### src/rtl/hazard_stall_unit.sv
// hazard_stall_unit
//   Decode-stage hazard and multdiv sequencing controller. Feeds the stall,
//   mul, div and multdiv_rd inputs of bypass_control.
//     - Load-use: a lw in D/X whose rd is read by the instruction in F/D
//       gets one bubble (stall PC/FD, flush D/X) while the FSM is idle.
//     - Multdiv: a mul/div in D/X is handed to the multdiv unit with a
//       one-cycle ctrl_MULT/ctrl_DIV pulse. The pipeline front end (PC, F/D,
//       D/X) is frozen and X/M is bubbled until the result is ready.
//   Optional feature macro: MULTDIV_TIMEOUT_EN
//     defined   -> a BUSY cycle counter forces DONE with multdiv_exc=1 after
//                  TIMEOUT_CYCLES cycles without data_resultRDY.
//     undefined -> BUSY waits for data_resultRDY indefinitely.
// Ports
//   clock, reset            rising-edge clock, synchronous active-high reset
//   fd_ir, dx_ir            instructions held in the F/D and D/X latches
//   data_resultRDY          multdiv result valid (1-cycle pulse)
//   data_exception          multdiv exception, qualified by data_resultRDY
//   stall                   hold PC and F/D
//   stall_dx                hold D/X (multdiv only)
//   dx_flush                load a nop into D/X
//   xm_bubble               load a nop into X/M
//   ctrl_MULT, ctrl_DIV     start pulses to the multdiv unit
//   mul, div                registered type of the in-flight op
//   multdiv_rd              latched destination of the in-flight op
//   multdiv_done            result advances to X/M this cycle
//   multdiv_exc             latched exception, valid with multdiv_done
module hazard_stall_unit #(
    parameter int TIMEOUT_CYCLES = 40,
    parameter int CNT_W          = 6
) (
    input  logic        clock,
    input  logic        reset,
    input  logic [31:0] fd_ir,
    input  logic [31:0] dx_ir,
    input  logic        data_resultRDY,
    input  logic        data_exception,
    output logic        stall,
    output logic        stall_dx,
    output logic        dx_flush,
    output logic        xm_bubble,
    output logic        ctrl_MULT,
    output logic        ctrl_DIV,
    output logic        mul,
    output logic        div,
    output logic [4:0]  multdiv_rd,
    output logic        multdiv_done,
    output logic        multdiv_exc
);

    localparam logic [4:0] OP_RTYPE = 5'b00000;
    localparam logic [4:0] OP_BNE   = 5'b00010;
    localparam logic [4:0] OP_JR    = 5'b00100;
    localparam logic [4:0] OP_ADDI  = 5'b00101;
    localparam logic [4:0] OP_BLT   = 5'b00110;
    localparam logic [4:0] OP_SW    = 5'b00111;
    localparam logic [4:0] OP_LW    = 5'b01000;
    localparam logic [4:0] OP_BEX   = 5'b10110;
    localparam logic [4:0] ALU_MUL  = 5'b00110;
    localparam logic [4:0] ALU_DIV  = 5'b00111;
    localparam logic [4:0] REG_STAT = 5'd30;

    // Counter must be able to represent the timeout value.
    if (TIMEOUT_CYCLES >= (1 << CNT_W)) begin : g_bad_cnt_w
        $error("CNT_W too narrow for TIMEOUT_CYCLES");
    end

    typedef enum logic [1:0] {IDLE, START, BUSY, DONE} state_t;

    state_t state, state_nxt;

    // ---------------- decode ----------------
    logic [4:0] fd_op, fd_rd, fd_rs, fd_rt;
    logic [4:0] dx_op, dx_rd, dx_aluop;
    logic       dx_is_md;

    assign fd_op    = fd_ir[31:27];
    assign fd_rd    = fd_ir[26:22];
    assign fd_rs    = fd_ir[21:17];
    assign fd_rt    = fd_ir[16:12];
    assign dx_op    = dx_ir[31:27];
    assign dx_rd    = dx_ir[26:22];
    assign dx_aluop = dx_ir[6:2];
    assign dx_is_md = (dx_op == OP_RTYPE) && ((dx_aluop == ALU_MUL) || (dx_aluop == ALU_DIV));

    // Fields not needed for hazard decisions.
    logic unused_bits;
    assign unused_bits = ^{fd_ir[11:0], dx_ir[21:7], dx_ir[1:0]};

    // Up to two source registers read by the F/D instruction.
    logic [4:0] src_a, src_b;
    logic       use_a, use_b;

    always_comb begin
        src_a = 5'd0;
        src_b = 5'd0;
        use_a = 1'b0;
        use_b = 1'b0;
        case (fd_op)
            OP_RTYPE:        begin src_a = fd_rs;    src_b = fd_rt; use_a = 1'b1; use_b = 1'b1; end
            OP_ADDI, OP_LW:  begin src_a = fd_rs;    use_a = 1'b1; end
            OP_SW:           begin src_a = fd_rs;    src_b = fd_rd; use_a = 1'b1; use_b = 1'b1; end
            OP_BNE, OP_BLT:  begin src_a = fd_rd;    src_b = fd_rs; use_a = 1'b1; use_b = 1'b1; end
            OP_JR:           begin src_a = fd_rd;    use_a = 1'b1; end
            OP_BEX:          begin src_a = REG_STAT; use_a = 1'b1; end
            default:         ;
        endcase
    end

    // dx_rd != 0 keeps r0 out; an all-zero F/D word is a nop and never stalls.
    logic load_use;
    assign load_use = (state == IDLE) && (dx_op == OP_LW) && (dx_rd != 5'd0) && (fd_ir != 32'd0)
                    && ((use_a && (src_a == dx_rd)) || (use_b && (src_b == dx_rd)));

    // ---------------- optional timeout ----------------
    logic timeout;
`ifdef MULTDIV_TIMEOUT_EN
    logic [CNT_W-1:0] busy_cnt;

    // Counts BUSY cycles already spent; cleared outside BUSY.
    always_ff @(posedge clock) begin
        if (reset || (state != BUSY))
            busy_cnt <= '0;
        else
            busy_cnt <= busy_cnt + 1'b1;
    end

    // Fires on the TIMEOUT_CYCLES-th BUSY cycle.
    assign timeout = (state == BUSY) && (busy_cnt == CNT_W'(TIMEOUT_CYCLES - 1));
`else
    assign timeout = 1'b0;
`endif

    // ---------------- FSM: state register ----------------
    always_ff @(posedge clock) begin
        if (reset)
            state <= IDLE;
        else
            state <= state_nxt;
    end

    // ---------------- FSM: next state ----------------
    always_comb begin
        state_nxt = state;
        case (state)
            IDLE:    if (dx_is_md) state_nxt = START;
            START:   state_nxt = BUSY;
            BUSY:    if (data_resultRDY || timeout) state_nxt = DONE;
            DONE:    state_nxt = IDLE;   // no start here; back-to-back waits one IDLE cycle
            default: state_nxt = IDLE;
        endcase
    end

    // ---------------- FSM: outputs ----------------
    logic md_hold;

    always_comb begin
        md_hold      = (state == START) || (state == BUSY);
        stall        = md_hold || load_use;
        stall_dx     = md_hold;
        xm_bubble    = md_hold;
        dx_flush     = load_use;
        ctrl_MULT    = (state == START) && mul;
        ctrl_DIV     = (state == START) && div;
        multdiv_done = (state == DONE);
    end

    // ---------------- in-flight op registers ----------------
    always_ff @(posedge clock) begin
        if (reset) begin
            mul         <= 1'b0;
            div         <= 1'b0;
            multdiv_rd  <= 5'd0;
            multdiv_exc <= 1'b0;
        end else begin
            case (state)
                IDLE: if (dx_is_md) begin
                    mul        <= (dx_aluop == ALU_MUL);
                    div        <= (dx_aluop == ALU_DIV);
                    multdiv_rd <= dx_rd;
                end
                BUSY: begin
                    // A real result wins over a timeout in the same cycle.
                    if (data_resultRDY)
                        multdiv_exc <= data_exception;
                    else if (timeout)
                        multdiv_exc <= 1'b1;
                end
                DONE: begin
                    mul         <= 1'b0;
                    div         <= 1'b0;
                    multdiv_exc <= 1'b0;
                end
                default: ;
            endcase
        end
    end

endmodule

### config.mk
export PLATFORM = sky130hd
export DESIGN_NAME = hazard_stall_unit
export DESIGN_NICKNAME = d
export VERILOG_FILES = /design/src/rtl/hazard_stall_unit.sv
export SDC_FILE = /design/constraint.sdc
export NUM_CORES = 1
export LEC_CHECK = 0
export BUFFER_PORTS_ARGS = -buffer_cell sky130_fd_sc_hd__buf_2
export CAP_MARGIN = 30
export CORE_MARGIN = 5
export CORE_UTILIZATION = 41
export DETAILED_ROUTE_END_ITERATION = 8
export PLACE_DENSITY = 0.81
export SLEW_MARGIN = 20
export SYNTH_ARGS = -nofsm -noshare
export SYNTH_HDL_FRONTEND = slang
export SYNTH_SLANG_ARGS = --single-unit
### constraint.sdc
create_clock -name clock -period 2.05 [get_ports clock]
set_input_delay 0.205 -clock clock [delete_from_list [all_inputs] [get_ports clock]]
set_output_delay 0.205 -clock clock [all_outputs]
set_load 0.005 [all_outputs]
==> results.md <==
* Outcome: complete, no violations
* Htree depth at 1
* Maximum clock frequency at 499.6 MHz
* Most common cell in the netlist: nor2_1
* Register bit total from synthesis at 10
* Crit-path max FO at 6
* Final Hold Viols at 0
* FF/Latch Area at 205.2 sq um
* Post-synthesis async set-or-reset flop share at 0%
* Footprint of the multi-input gates at 950.9 sq um
* RSZ-0062 raised after global routing: yes
* Finished Layout Cells at 251
* Main area contributors after synthesis: dfxtp_1, nor4_1, mux2i_1
* Synthesis-to-layout area growth at 48.73%
* CTS tree: built
* VDD IR max at 0.0003296 V
* Insertion delay to the later sink of the worst-skew pair at 0.26 ns
* Worst Tran Pin Value at 0.3708 ns
* # setup viols final at 0
* Die width at 62.55 um
* Worst setup EP type: output pin
* Synth top area share at 17.68%
* Layout cells sized above 1 at 45.45%
* Via density per instance at 5.849
* CTS buffer count at 3
* RD Place Congestion at 0.8701
* Starting Density at 41.78%
* Max-capacitance violation count at 0
* Max-slew violation count at 0
* NumNets Final at 293
* Clock tree buffer depth at 2
* Skew final at 0.001199 ns
* Final TNS setup at 0 ns
* Tcrit/Tclk final at 97.63%
* Num ports at 83
* Synthesized area per cell at 7.703 sq um
* CTS Root Cell: clkbuf_4
* Gr ovfl total at 0
* Main synth FF type: dfxtp_1
* Hold_sp: data_exception
* Fill cell count at 257
* Synth cell count leaders: nor2_1, nor4_1, dfxtp_1
* CP delay by family, top: compound AO/OA/AOI/OAI gates
* Initial DRC Count at 35
* First-pass GRT wire length at 6306 um
* Worst hold slack at 0.2107 ns
* Post-DP HPWL at 2915 um
* Crit Path Category: input port to output pin
* Worst flop-to-flop path startpoint: state[0]$_SDFFE_PP0P_
* Critical path buffers and inverters at 3
* Worst path cell trace: buf_4, or4_4, o2111a_1, o21ai_1, nor2_1, buf_4, a41oi_2, o21ai_1, buf_2
* Clk slew on worst S/H paths at 0.06 ns
* WL/cell at 14.39 um
* Die Ht at 62.55 um
* Post-Synthesis Cells at 147
* Static leakage at 0.7834 nW
* Routed Antenna Nets at 0
* Hold crit path type: input port to flip-flop
* Startpoint types: input port
* Largest stage delay, worst path at 0.50 ns
* Yosys Warn Count at 0
* Vias in the first global route at 1488
* Number of synthesized flops with an enable pin at 0
* DR vias at 1468
* Cell Rows at 19
* # diodes at 0
* Port-buffer cells at 65
* Slowest cell on the critical path: or4_4
* DRC Markers at 0
* Syn Nets at 219
* Crit path from: dx_ir[25]
* Routed Wire Length at 3613 um
* Power per cell area at 437.1 nW/um^2
* Placed insts at 243
* Relative slew slack at 75.05%
* Critical Path AT at 1.80 ns
* CP required at 1.85 ns
* Core area at 2710 sq um
* Initial antenna violation count at 0
* Clk sinks at 10
* Post-synthesis cell type count at 46
* Drt pass-1 iters at 4
* Largest net degree at the start of global routing at 15
* Sequential element share of the synthesized area at 17.68%
* Die area at 3913 sq um
* GRT Util Overall at 18.73%
* Mapped cell area at 1132 sq um
* Tmin final at 2.001 ns
* Post-synth top area cell: dfxtp_1
==> layer usage <==
metal,track usage (%),vias to the layer above,routed length [um]
li1,-,724,-
met1,22.73,669,1513
met2,32.38,69,1726
met3,3.957,6,322
met4,6.366,0,51
met5,0,-,0
==> sequential cells by signal, indices dropped and copies added, names as in the netlist <==
| name | count |
|---|---|
| state | 2 |
| mul | 1 |
| multdiv_exc | 1 |
| multdiv_rd | 5 |
| div | 1 |
==> where the power goes <==
group | switching [W] | internal [W] | leakage [nW]
clock | 0.0000655 | 0.000108 | 0.0210
sequential | 0.00000853 | 0.000205 | 0.0818
combinational | 0.000171 | 0.000179 | 0.681
==> through the flow <==
stage	cell area [sq um]	util, %	total power (W)	worst slack, ns
final	1684	62.14	0.0007361	0.04859
after global routing	1684	62.14	0.0007925	-0.03620
after CTS	1607	59.28	0.0007030	0.002246
after detailed placement	1526	56.33	0.0005001	-0.07375
after global placement	1526	56.33	0.0004943	-0.004819
after floorplan	1132	-	0.0003817	0.2227
==> worst reg2reg max path: cells and delay by family (launching register included) <==
kind | cells | cell delay, ns
adder cells (fa/ha/maj) | 1 | 0.16
buffers and inverters | 3 | 0.37
flip-flops | 1 | 0.35
multiplexers | 1 | 0.20
AND/OR/NAND/NOR | 2 | 0.18
==> timing repair <==
item                                    4_1_cts  5_1_grt
pin swaps                                     2        7
hold buffers                                  0        0
gates resized for setup                       8       17
endpoints found under the setup margin        2        2
setup buffers                                 1        3
hold endpoints to repair                      0        0
==> cells by family (layout without fill, tap and decap cells) <==
| group | Yosys count | in the layout | share of synthesized area (%) |
|---|---|---|---|
| AO/OA/AOI/OAI | 42 | 42 | 27.18 |
| XOR/XNOR | 7 | 7 | 5.414 |
| adder cells (fa/ha/maj) | 4 | 4 | 4.420 |
| buffers and inverters | 11 | 84 | 4.750 |
| flip-flops | 10 | 10 | 17.68 |
| multiplexers | 6 | 6 | 5.304 |
| AND/OR/NAND/NOR | 67 | 67 | 35.25 |
==> final cells by class <==
cell class / instances / share of cell area (%)
Tap cell: 31 / 2.303
Clock buffer: 4 / 2.155
Sequential cell: 10 / 12.18
Multi-Input combinational cell: 126 / 56.46
Timing Repair Buffer: 77 / 26.08
Inverter: 3 / 0.8172
==> cell usage in the layout, fill, tap and decap left out, drive strengths merged, types with 2 or more instances in the layout <==
master / Yosys / routed
a211oi: 4 / 4
a21oi: 9 / 9
a31oi: 4 / 4
and2: 3 / 3
and3: 4 / 4
and4: 4 / 4
buf: 5 / 77
clkbuf: 3 / 4
dfxtp: 10 / 10
ha: 4 / 4
inv: 3 / 3
mux2i: 6 / 6
nand2: 6 / 6
nand2b: 2 / 2
nand3b: 2 / 2
nand4: 4 / 4
nand4bb: 2 / 2
nor2: 14 / 14
nor2b: 3 / 3
nor3: 2 / 2
nor3b: 2 / 2
nor4: 12 / 12
o2111a: 3 / 3
o211ai: 2 / 2
o21ai: 8 / 8
o2bb2ai: 4 / 4
or3: 2 / 2
xnor2: 5 / 5
xor2: 2 / 2
==> worst paths after layout <==
check / to / slack (ns) / depth (start not counted)
max: stall / 0.05 / 9
min: multdiv_exc$_SDFFE_PP0P_ / 0.21 / 3
max reg2reg: multdiv_rd[4]$_SDFFE_PP0P_ / 0.68 / 7
min reg2reg: multdiv_exc$_SDFFE_PP0P_ / 0.46 / 2
No activity file was read; power rests on OpenSTA's default activity.
